<file path="config.mk">
export PLATFORM = sky130hd
export DESIGN_NAME = pmipsl_mem_arbiter
export DESIGN_NICKNAME = d
export VERILOG_FILES = /design/src/rtl/pmipsl_pkg.sv /design/src/rtl/pmipsl_sat_counter.sv /design/src/rtl/pmipsl_mem_arbiter.sv
export SDC_FILE = /design/constraint.sdc
export NUM_CORES = 1
export LEC_CHECK = 0
export CAP_MARGIN = 20
export CORE_MARGIN = 8
export CORE_UTILIZATION = 35
export CTS_CLUSTER_SIZE = 20
export DETAILED_ROUTE_END_ITERATION = 7
export PLACE_DENSITY = 0.65
export SLEW_MARGIN = 20
export SYNTH_ARGS = -nofsm -noshare
export SYNTH_HDL_FRONTEND = slang
export SYNTH_SLANG_ARGS = --single-unit
</file>
<file path="constraint.sdc">
create_clock -name clock -period 1.9 [get_ports clock]
set_input_delay 0.38 -clock clock [delete_from_list [all_inputs] [get_ports clock]]
set_output_delay 0.38 -clock clock [all_outputs]
set_load 0.01 [all_outputs]
</file>
<file path="src/rtl/pmipsl_pkg.sv">
// Shared encodings for the MIPS-Lite memory arbiter: FSM states and memory
// space selectors.
package pmipsl_pkg;

    typedef enum logic [1:0] {
        ST_IDLE = 2'd0,
        ST_IACC = 2'd1,
        ST_DACC = 2'd2,
        ST_RESP = 2'd3
    } state_t;

    localparam logic MEM_SEL_I = 1'b0;
    localparam logic MEM_SEL_D = 1'b1;

endpackage

</file>
<file path="src/rtl/pmipsl_sat_counter.sv">
// Up-counter with enable that sticks at all-ones instead of wrapping.
module pmipsl_sat_counter #(
    parameter int W = 16
) (
    input  logic         clock,
    input  logic         reset,
    input  logic         en,
    output logic [W-1:0] count
);

    always_ff @(posedge clock or negedge reset) begin
        if (!reset)
            count <= '0;
        else if (en && (count != {W{1'b1}}))
            count <= count + 1'b1;
    end

endmodule

</file>
<file path="src/rtl/pmipsl_mem_arbiter.sv">
// Single-port memory arbiter for the MIPS-Lite core: data accesses win over
// fetches, waits on mem_ready with a timeout, and drives the pipeline stall.
module pmipsl_mem_arbiter
    import pmipsl_pkg::*;
#(
    parameter int ADDR_W  = 16,
    parameter int IDATA_W = 17,
    parameter int DDATA_W = 16,
    parameter int TIMEOUT = 15
) (
    input  logic               clock,
    input  logic               reset,
    input  logic               ireq,
    input  logic [ADDR_W-1:0]  iaddr,
    output logic [IDATA_W-1:0] irdata,
    output logic               iack,
    input  logic               dread,
    input  logic               dwrite,
    input  logic [ADDR_W-1:0]  daddr,
    input  logic [DDATA_W-1:0] dwdata,
    output logic [DDATA_W-1:0] drdata,
    output logic               dack,
    output logic               stall,
    output logic               err,
    output logic [15:0]        stall_cnt,
    output logic [ADDR_W-1:0]  mem_addr,
    output logic [DDATA_W-1:0] mem_wdata,
    output logic               mem_rd,
    output logic               mem_wr,
    output logic               mem_sel,
    input  logic [IDATA_W-1:0] mem_rdata,
    input  logic               mem_ready
);

    localparam logic [7:0] TO_LAST = 8'(TIMEOUT - 1);

    state_t     state;
    logic [7:0] wait_cnt;
    logic       acc_done;

    // NOTE: stall is combinational from the requests so the core freezes in the
    // same cycle it raises a request; only the acks come from registers.
    assign stall    = (ireq & ~iack) | ((dread | dwrite) & ~dack);
    assign acc_done = mem_ready || (wait_cnt == TO_LAST);

    pmipsl_sat_counter #(.W(16)) u_stall_cnt (
        .clock (clock),
        .reset (reset),
        .en    (stall),
        .count (stall_cnt)
    );

    always_ff @(posedge clock or negedge reset) begin
        if (!reset) begin
            state     <= ST_IDLE;
            wait_cnt  <= '0;
            irdata    <= '0;
            drdata    <= '0;
            iack      <= 1'b0;
            dack      <= 1'b0;
            err       <= 1'b0;
            mem_addr  <= '0;
            mem_wdata <= '0;
            mem_rd    <= 1'b0;
            mem_wr    <= 1'b0;
            mem_sel   <= MEM_SEL_I;
        end else begin
            case (state)
                ST_IDLE: begin
                    wait_cnt <= '0;
                    if (dread || dwrite) begin
                        state     <= ST_DACC;
                        mem_addr  <= daddr;
                        mem_wdata <= dwdata;
                        mem_sel   <= MEM_SEL_D;
                        mem_wr    <= dwrite;
                        mem_rd    <= ~dwrite;
                        if (dread && dwrite)
                            err <= 1'b1;
                    end else if (ireq) begin
                        state    <= ST_IACC;
                        mem_addr <= iaddr;
                        mem_sel  <= MEM_SEL_I;
                        mem_rd   <= 1'b1;
                    end
                end

                ST_IACC, ST_DACC: begin
                    if (acc_done) begin
                        // A timed-out read returns zero rather than bus garbage.
                        if (state == ST_IACC) begin
                            irdata <= mem_ready ? mem_rdata : '0;
                            iack   <= 1'b1;
                        end else begin
                            if (mem_rd)
                                drdata <= mem_ready ? mem_rdata[DDATA_W-1:0] : '0;
                            dack <= 1'b1;
                        end
                        if (!mem_ready)
                            err <= 1'b1;
                        mem_rd <= 1'b0;
                        mem_wr <= 1'b0;
                        state  <= ST_RESP;
                    end else begin
                        wait_cnt <= wait_cnt + 8'd1;
                    end
                end

                ST_RESP: begin
                    iack  <= 1'b0;
                    dack  <= 1'b0;
                    state <= ST_IDLE;
                end
            endcase
        end
    end

endmodule

</file>
; ---- After elaboration in Yosys (flattened, before gate mapping)
; Cells that the tools add are included.
[op_classes]
eq_ne = 13
n_lt_le_gt_ge = 0
shifts = 0
n_addsub = 2
bitwise_logic = 8
mul = 0
muxes = 29
reduce_logical = 20
n_div = 0
[ops]
columns = cell, count
row1 = 2-to-1 mux 16 bit, 3
row2 = 2-to-1 mux 17 bit, 1
row3 = adder 16 x 1 -> 16 bit (second input constant), 1
row4 = != test 16 bit (second input constant), 1
row5 = case mux 8 bit (2 select lines), 1
row6 = AND reduction 3 bit, 5
row7 = 2-to-1 mux 1 bit, 14
row8 = != test 2 bit (second input constant), 7
row9 = case mux 1 bit (2 select lines), 5
row10 = adder 8 x 1 -> 8 bit (second input constant), 1
row11 = equality test 8 x 4 -> 1 bit (second input constant), 1
row12 = 2-to-1 mux 8 bit, 1
row13 = AND reduction 2 bit, 4
row14 = 2-to-1 mux 2 bit, 3
row15 = case mux 2 bit (3 select lines), 1
row16 = nonzero test 2 bit, 3
row17 = AND reduction 5 bit, 1
row18 = equality test 2 bit (second input constant), 2
row19 = inverter 1 bit, 4
row20 = AND reduction 4 bit, 1
row21 = != test 3 bit (second input constant), 1
row22 = bitwise AND 1 bit, 2
row23 = equality test 2 x 1 -> 1 bit (second input constant), 1
row24 = logical AND 1 bit, 2
row25 = 4 further kinds, 6
[totals]
ramBits = 0
reg_bits = 97
inputBits = 71
mem_count = 0
rom_bits = 0
output_inout_bits = 88
word_cells = 85
latch_bits = 0

; ---- Logic depth before layout (Yosys ltp)
; Gate-level depths: netlist (run 1).
[depth]
word_depth = 4
ltp_mapped = 8
depth_no_buf = 6

; ---- By module
; A second synthesis (run 1) with hierarchy kept.
[hier_totals]
hier_cells = 360
area_unflattened_um2 = 4352.9
[by_module_without_submodules]
columns = mod, instances, seq_area_each_um2, cells_each, area_each_um2
row1 = pmipsl_mem_arbiter, 1, 2026.9, 288, 3570.9
row2 = pmipsl_sat_counter, 1, 400.4, 72, 782.0

; ---- Worst setup path after synthesis (run 1)
; OpenSTA, ideal clock, no wires.
[synth_timing]
path_kind = register -> register
from = register state[1]
to = register drdata[10]
t_required_ps = 1778
path_buffers = 2
t_arrival_ps = 1587
setup_time_ps = 122
path_stages_with_launch = 8
period_less_slack_ps = 1709
slack_ps = 191
cell_sequence = dfrtp_1 -> inv_1 -> ha_1 -> and3b_1 -> buf_2 -> nand2_2 -> buf_2 -> a32o_1
[synth_via]
elab_chain_cells = 3
word_cells_on_any_way = 5
classes_between = eq/ne: 2 / bitwise: 1 / reduce/logical: 2
[synth_lines]
columns = item, line
row1 = start: declaration, pmipsl_mem_arbiter.sv:37  ; state_t state;
row2 = start signal: assignment, pmipsl_mem_arbiter.sv:55  ; state <= ST_IDLE;
row3 = start signal: assignment, pmipsl_mem_arbiter.sv:72  ; state <= ST_DACC;
row4 = start signal: assignment, pmipsl_mem_arbiter.sv:81  ; state <= ST_IACC;
row5 = equality test 2 x 1 -> 1 bit or equality test 2 bit (tied branches), "pmipsl_mem_arbiter.sv:68, pmipsl_mem_arbiter.sv:91"
row6 = OR reduction 2 bit or inverter 1 bit (tied branches), --
row7 = AND reduction 4 bit (no source line) (*), --
row8 = end signal: assignment, pmipsl_mem_arbiter.sv:96  ; drdata <= mem_ready ? mem_rdata[DDATA_W-1:0] : '0;
row9 = end: declaration, pmipsl_mem_arbiter.sv:21  ; output logic [DDATA_W-1:0] drdata,
; Every way passes the cells marked *; elsewhere a longest branch is shown, timed or not.
; A chain may end at the register's enable or synchronous reset.

; ---- Worst setup path after layout (run 1)
[layout_timing]
from = register wait_cnt[1]
to = register irdata[15]
[layout_via]
elab_chain_cells = 3
[layout_lines]
columns = item, line
row1 = start: declaration, pmipsl_mem_arbiter.sv:38  ; logic [7:0] wait_cnt;
row2 = start signal: assignment, pmipsl_mem_arbiter.sv:105  ; wait_cnt <= wait_cnt + 8'd1;
row3 = equality test 8 x 4 -> 1 bit, pmipsl_mem_arbiter.sv:44  ; assign acc_done = mem_ready || (wait_cnt == TO_LAST);
row4 = logical OR 1 bit, pmipsl_mem_arbiter.sv:44
row5 = AND reduction 3 bit (no source line), --
row6 = end signal: assignment, pmipsl_mem_arbiter.sv:92  ; irdata <= mem_ready ? mem_rdata : '0;
row7 = end: declaration, pmipsl_mem_arbiter.sv:15  ; output logic [IDATA_W-1:0] irdata,
; Every way passes these cells.

==> results of run 1 <==
sequential cells by signal, summed over array words and instances, names as in the netlist:
name and count:
err 1, u_stall_cnt.count 16, wait_cnt 8, mem_wdata 16, mem_sel 1, irdata 17, mem_addr 16, iack 1
mem_wr 1, dack 1, drdata 16, state 2, mem_rd 1
metal layers:
metal  track usage, %  vias to the layer above  wire (µm)  part of all wire [%]
li1                 -                     1678          -                     -
met1             17.6                     1677       5010                    43
met2             24.0                      116       5470                    47
met3             5.62                       12        990                   8.5
met4             5.46                        0        174                   1.5
met5                0                        -          0                     0
placed cells by master, fill, tap and decap left out, drive strengths merged, types with 3 or more instances in the layout:
master / Yosys / final
clkbuf: 10 / 12
o211ai: 4 / 4
ha: 7 / 7
nor3: 5 / 5
nand3: 16 / 16
nand4: 8 / 8
and4: 4 / 4
dfrtp: 97 / 97
mux2: 18 / 18
xnor2: 6 / 6
a32o: 33 / 33
nor2: 7 / 7
and2: 5 / 5
o31ai: 3 / 3
xor2: 7 / 7
buf: 13 / 26
clkdlybuf4s50: 0 / 156
o21ai: 26 / 26
inv: 8 / 8
mux2i: 18 / 18
or3: 3 / 3
and3: 5 / 5
a21oi: 4 / 4
nand2: 29 / 29
kinds of logic (layout without fill, tap and decap cells):
family / Yosys count / after routing
fa+ha+maj: 7 / 7
simple gates: 92 / 92
xor+xnor: 13 / 13
mux: 36 / 36
compound gates: 81 / 81
buf+inv: 31 / 207
flops: 97 / 97
power groups by stage:
| stage | Combinational, µW | Sequential (µW) | Clock [µW] |
|---|---|---|---|
| after floorplan | 1770 | 3730 | 0 |
| after global placement | 4480 | 3390 | 0 |
| after detailed placement | 4560 | 3420 | 0 |
| after CTS | 4580 | 3400 | 1980 |
| after global routing | 4930 | 3510 | 2060 |
| final | 4520 | 3380 | 1910 |
critical path, delay by kind of cell (launching register included):
family,cells,cell delay [ps]
fa+ha+maj,1,200
compound gates,2,580
flops,1,420
simple gates,2,510
per-stage QoR:
| step | util (%) | cells |
|---|---|---|
| final | 54.5 | 701 |
| after global placement | 51.8 | 684 |
| after CTS | 54.4 | 700 |
| after floorplan | - | 357 |
| after global routing | 54.5 | 701 |
| after detailed placement | 51.8 | 684 |
cell type report:
class / instances / area [µm²] / share of cell area, %
Inverter: 8 / 30.0 / 0.457
Multi-Input combinational cell: 229 / 1780 / 27.0
Sequential cell: 97 / 2430 / 37.0
Timing Repair Buffer: 183 / 1810 / 27.6
Tap cell: 168 / 210 / 3.20
Clock buffer: 11 / 233 / 3.54
Clock inverter: 5 / 80.1 / 1.22
path summary, 6_finish.rpt:
kind | startpoint | endpoint | slack [ps] | cells after the start
hold reg to reg | mem_addr[1] | mem_addr[1] | 480 | 2
hold / removal | reset | u_stall_cnt.count[15] | 3 | 1
setup / recovery | wait_cnt[1] | irdata[15] | 80 | 5
max in group asynchronous | reset | dack | 1310 | 2
setup reg to reg | wait_cnt[1] | irdata[15] | 80 | 5
min in group clock | mem_addr[1] | mem_addr[1] | 480 | 2
what timing repair did:
| item | CTS | global route |
|---|---|---|
| hold buffers | 0 | 0 |
| pin swaps | 0 | 1 |
| setup buffers | 0 | 1 |
| resized for setup | 4 | 2 |
| endpoints found under the setup margin | 1 | 39 |
==> out/qor.csv, run 1 <==
stage,metric,value,unit
status,status,finished clean,
power,VDD IR max,0.641,mV
logic_synthesis,largest family of logic cells by synthesized area,compound AO/OA/AOI/OAI gates,
timing,Slew Limit Headroom,67.2,%
power,static leakage,0.00278,µW
floorplanning,Core Box Area,12100,µm²
detailed_routing,routed via count,3483,
worst_setup_path,critical path's largest stage delay,420,ps
timing,Final TNS setup,0,ps
worst_setup_path,crit end category,flop,
power,P_int,6610,µW
worst_setup_path,Setup CP Type,reg2reg,
logic_synthesis,Compound-Gate Fraction of Synth Area,15.2,%
floorplanning,Initial Utilization,35.9,%
layout,Area Overhead vs Synth,51.8,%
layout,fin area,6570,µm²
global_route,initial antenna violation count,0,
layout,Final nets,606,
timing,Pins Over Slew Limit,0,
logic_synthesis,"top cells by area, synth","dfrtp_1 (56%), a32o_1 (7.6%), mux2_2 (4.4%), mux2i_1 (4.2%), o21ai_0 (2.7%)",
detailed_routing,drt total wl,11.6,mm
logic_synthesis,top-area cell type share of the netlist area,56.1,%
floorplanning,Die Ht,127,µm
logic_synthesis,most common cell in the netlist,dfrtp_1,
logic_synthesis,Post-synth EDFFs,0,
power,Logic pwr share,46.1,%
timing,unrepaired setup endpoints after global routing,true,
detailed_routing,Avg Vias per Cell,4.97,
layout,ANT cells,0,
detailed_routing,drt pass-1 iters,4,
layout,# fillers,1080,
clock_network,H-tree Lvls,3,
placement,DP Area,6240,µm²
logic_synthesis,proportion of synthesized area in mux cells,8.94,%
layout,share of cells above drive strength 1,13.7,%
clock_network,"Clk pin slew, worst setup/hold paths",60,ps
placement,post-place setup slack,-297,ps
floorplanning,Ports,159,
floorplanning,Die Span X,127,µm
timing,Fin Hold WS,3.09,ps
placement,Buffers on Ports,158,
logic_synthesis,syn_area_per_cell,12.1,µm²
flow_run,number of max-cap violations,0,
timing,period utilization,95.8,%
logic_synthesis,Post-synth ARST share,100,%
worst_setup_path,maximum net fanout on the critical path,17,
detailed_routing,final antenna-violating net count,0,
detailed_routing,drt initial violations,197,
timing,setup slack after layout,79.8,ps
timing,Max Clk Rate,549,MHz
floorplanning,area of the die,16200,µm²
clock_network,CTS tree,done,
logic_synthesis,Post-synth top cells,"dfrtp_1 (97), a32o_1 (33), nand2_1 (27)",
power,clock share of power,19.5,%
logic_synthesis,Post-Synth Adder-Cell Area,2.02,%
logic_synthesis,Post-Synthesis Cell Area,4330,µm²
power,Pwr Total,9820,µW
global_route,first-pass GRT wire length,19.4,mm
clock_network,cts bufs inserted,9,
logic_synthesis,Post-Synth Simple-Gate Area,11.8,%
worst_setup_path,Slowest cell on crit path,dfrtp_1,
logic_synthesis,Yosys warning total,0,
detailed_routing,Avg WL per Cell,16.6,µm
logic_synthesis,Yosys cell types,52,
power,switching fraction of total power,32.6,%
power,NetSw,3200,µW
timing,Final Hold Fails,0,
worst_setup_path,CP Cell Sequence,ha_1 > nand4b_2 > o21ai_4 > nand2_2 > a32o_1,
floorplanning,Row Count,40,
power,Flop pwr share,34.5,%
logic_synthesis,Yosys top cell by area,dfrtp_1,
logic_synthesis,cell count after synthesis,357,
power,Pwr Density,1490,nW/µm²
global_route,grt ovf,0,
clock_network,worst skew pair latency,340,ps
timing,Final setup viols,0,
worst_setup_path,critical path required time,2120,ps
timing,Fin Clk Skew,6.16,ps
worst_setup_path,worst endpoint data arrival time,2040,ps
logic_synthesis,xor and xnor area share after synthesis,2.63,%
placement,hpwl dp,8.67,mm
worst_setup_path,CP Launch Type,flop,
clock_network,Bufs on Longest Clock Path,2,
worst_hold_path,hold crit path type,in2async,
placement,GP Congestion,0.804,
logic_synthesis,"Top FF cell, synth",dfrtp_1,
global_route,largest net degree at the start of global routing,40,
logic_synthesis,Synthesized Nets,435,
clock_network,CTS Root Cell,clkbuf_16,
logic_synthesis,Seq cells post-synth,97,
detailed_routing,DRC viols,0,
global_route,gr usage total,14.8,%
clock_network,Sink Count,97,
logic_synthesis,register area share after synthesis,56.1,%
global_route,vias in the first global route,3712,
timing,Final min period,1820,ps
timing,Slew @ Worst Pin,492,ps
Power figures use the tool's default switching activity.
==> run 2, diff against run 1 <==
--- a/config.mk
+++ b/config.mk
@@ -7,10 +7,11 @@
 export LEC_CHECK = 0
 export CAP_MARGIN = 20
 export CORE_MARGIN = 8
-export CORE_UTILIZATION = 35
+export CORE_UTILIZATION = 45
 export CTS_CLUSTER_SIZE = 20
 export DETAILED_ROUTE_END_ITERATION = 7
-export PLACE_DENSITY = 0.65
+export GPL_ROUTABILITY_DRIVEN = 0
+export PLACE_DENSITY = 0.81
 export SLEW_MARGIN = 20
 export SYNTH_ARGS = -nofsm -noshare
 export SYNTH_HDL_FRONTEND = slang
==> constraint.sdc (replaced) <==
create_clock -name clock -period 2 [get_ports clock]
set_input_delay 0.4 -clock clock [delete_from_list [all_inputs] [get_ports clock]]
set_output_delay 0.4 -clock clock [all_outputs]
set_load 0.01 [all_outputs]
==> run 2 against run 1 <==
Net effect: sequential share of layout area grew 1.1 points; final cell count shrank 5.4%; clock power shrank 38%; die area shrank 20%; largest power group unchanged.
==> out/qor.csv, run 2 (same netlist as run 1, synthesis figures left out) <==
stage,metric,value,unit
power,Logic pwr share,49.5,%
power,Pwr Total,8730,µW
timing,Final setup viols,0,
timing,Slew Limit Headroom,71.7,%
power,Pwr Density,1370,nW/µm²
timing,Fin Hold WS,479,ps
clock_network,H-tree Lvls,3,
floorplanning,Die Span X,114,µm
placement,hpwl dp,9.18,mm
layout,Multi-input gate area,1780,µm²
timing,Fin Clk Skew,15.1,ps
detailed_routing,Avg Vias per Cell,5.32,
worst_setup_path,crit end category,output pin,
status,status,finished clean,
layout,# fillers,738,
timing,Pins Over Slew Limit,0,
global_route,largest net degree at the start of global routing,43,
worst_hold_path,Worst Hold Depth,2,
layout,final instance count without filler cells,663,
worst_setup_path,Setup CP Type,in2out,
placement,Buffers on Ports,158,
worst_setup_path,worst reg2reg path depth,6,
layout,fin area,6380,µm²
layout,ANT cells,0,
power,P_int,5620,µW
timing,period utilization,97.3,%
timing,Slew @ Worst Pin,424,ps
detailed_routing,drt total wl,12.1,mm
layout,Area Overhead vs Synth,47.4,%
timing,unrepaired setup endpoints after global routing,false,
global_route,routing usage on met1,21.2,%
placement,DP Area,6170,µm²
worst_setup_path,critical path required time,1600,ps
global_route,vias in the first global route,3794,
worst_setup_path,critical path's largest stage delay,430,ps
timing,Final min period,1950,ps
power,static leakage,0.00272,µW
timing,Final Hold Fails,0,
detailed_routing,drt pass-1 iters,5,
placement,placed cell count,645,
power,VDD IR max,0.708,mV
power,Flop pwr share,37.0,%
worst_setup_path,maximum net fanout on the critical path,2,
global_route,grt ovf,0,
worst_setup_path,CP Depth,4,
detailed_routing,DRC viols,0,
worst_setup_path,CP Cell Sequence,clkdlybuf4s50_1 > o21ba_2 > or2_1 > clkdlybuf4s15_1,
layout,max reg flops,17,
floorplanning,area of the die,13000,µm²
power,NetSw,3120,µW
floorplanning,Ports,159,
floorplanning,Core Box Area,9280,µm²
worst_setup_path,CP top delay family,buffers and inverters,
floorplanning,Die Ht,114,µm
layout,Reg area,2430,µm²
floorplanning,Initial Utilization,46.6,%
global_route,GRT busiest layer,met2,
layout,Final nets,607,
timing,Max Clk Rate,514,MHz
clock_network,worst skew pair latency,370,ps
layout,"Most flops, register",irdata,
clock_network,Sink Count,97,
global_route,initial antenna violation count,1,
clock_network,CTS Root Cell,clkbuf_8,
worst_hold_path,hold crit path type,reg2reg,
worst_setup_path,worst endpoint data arrival time,1550,ps
floorplanning,Row Count,35,
flow_run,number of max-cap violations,0,
clock_network,cts bufs inserted,9,
detailed_routing,routed via count,3529,
detailed_routing,Avg WL per Cell,18.2,µm
global_route,met2 usage,31.6,%
layout,share of cells above drive strength 1,13.5,%
layout,Final Util,68.7,%
clock_network,Bufs on Longest Clock Path,2,
clock_network,CTS tree,done,
worst_setup_path,Slowest cell on crit path,clkdlybuf4s50_1,
worst_setup_path,CP Launch Type,input pin,
layout,most frequent cells in the layout,"clkdlybuf4s50_1 (156), dfrtp_1 (97), a32o_1 (33)",
detailed_routing,drt initial violations,203,
global_route,first-pass GRT wire length,19.4,mm
global_route,met3 usage,7.91,%
detailed_routing,final antenna-violating net count,0,
layout,"most common cell after layout, fill and taps aside",clkdlybuf4s50_1,
global_route,gr usage total,18.8,%
power,clock share of power,13.5,%
power,switching fraction of total power,35.7,%
worst_setup_path,Bufs and invs on worst path,2,
clock_network,"Clk pin slew, worst setup/hold paths",90,ps
[run 2: what timing repair did]
action,in CTS,in global routing
hold endpoints to repair,26,0
pin swaps,0,1
setup endpoints to repair,1,18
gates resized for setup,2,2
buffers inserted,0,1
hold buffers,1,0
[run 2: worst paths after layout]
| check | from | to | slack (ps) |
|---|---|---|---|
| worst max-delay path | dwrite | stall | 50 |
| worst min-delay path | mem_sel | mem_sel | 480 |
| worst max register to register | wait_cnt[0] | irdata[3] | 130 |
| worst min register to register | mem_sel | mem_sel | 480 |
| max in group asynchronous | reset | mem_addr[9] | 930 |
| min in group asynchronous | reset | drdata[7] | 500 |
[run 2: cell type report]
| cell class | count | share of cell area (%) |
|---|---|---|
| sequential | 97 | 38.1 |
| clock buffer | 10 | 2.00 |
| clock inverter | 6 | 0.804 |
| tap | 129 | 2.53 |
| inverter | 8 | 0.471 |
| timing repair buffer | 184 | 28.3 |
| multi-input combinational | 229 | 27.9 |
[run 2: per-stage QoR]
stage | TNS (ps) | worst slack, ps
floorplan | 0 | 291
global placement | -208 | -195
detailed placement | -247 | -205
CTS | 0 | 35.8
global route | 0 | 16.6
finish | 0 | 53.5
[run 2: per-layer routing]
metal / wire (µm) / up-vias / part of all wire, %
met3: 979 / 14 / 8.1
met4: 210 / 2 / 1.7
met5: 11 / - / 0.091
li1: - / 1671 / -
met1: 4810 / 1721 / 40
met2: 6080 / 121 / 50
[run 2: power groups by stage]
stage / Clock, µW / Sequential, µW / Combinational, µW
2_1_floorplan: 0 / 3540 / 1680
3_3_place_gp: 0 / 3210 / 4210
3_5_place_dp: 0 / 3270 / 4330
4_1_cts: 1220 / 3230 / 4350
5_1_grt: 1310 / 3340 / 4650
6_report: 1180 / 3230 / 4320
[run 2: worst min-delay path, delay by kind of cell (launching register included)]
kind             cells  cell delay, ps
and+or+nand+nor      2             110
DFF                  1             350
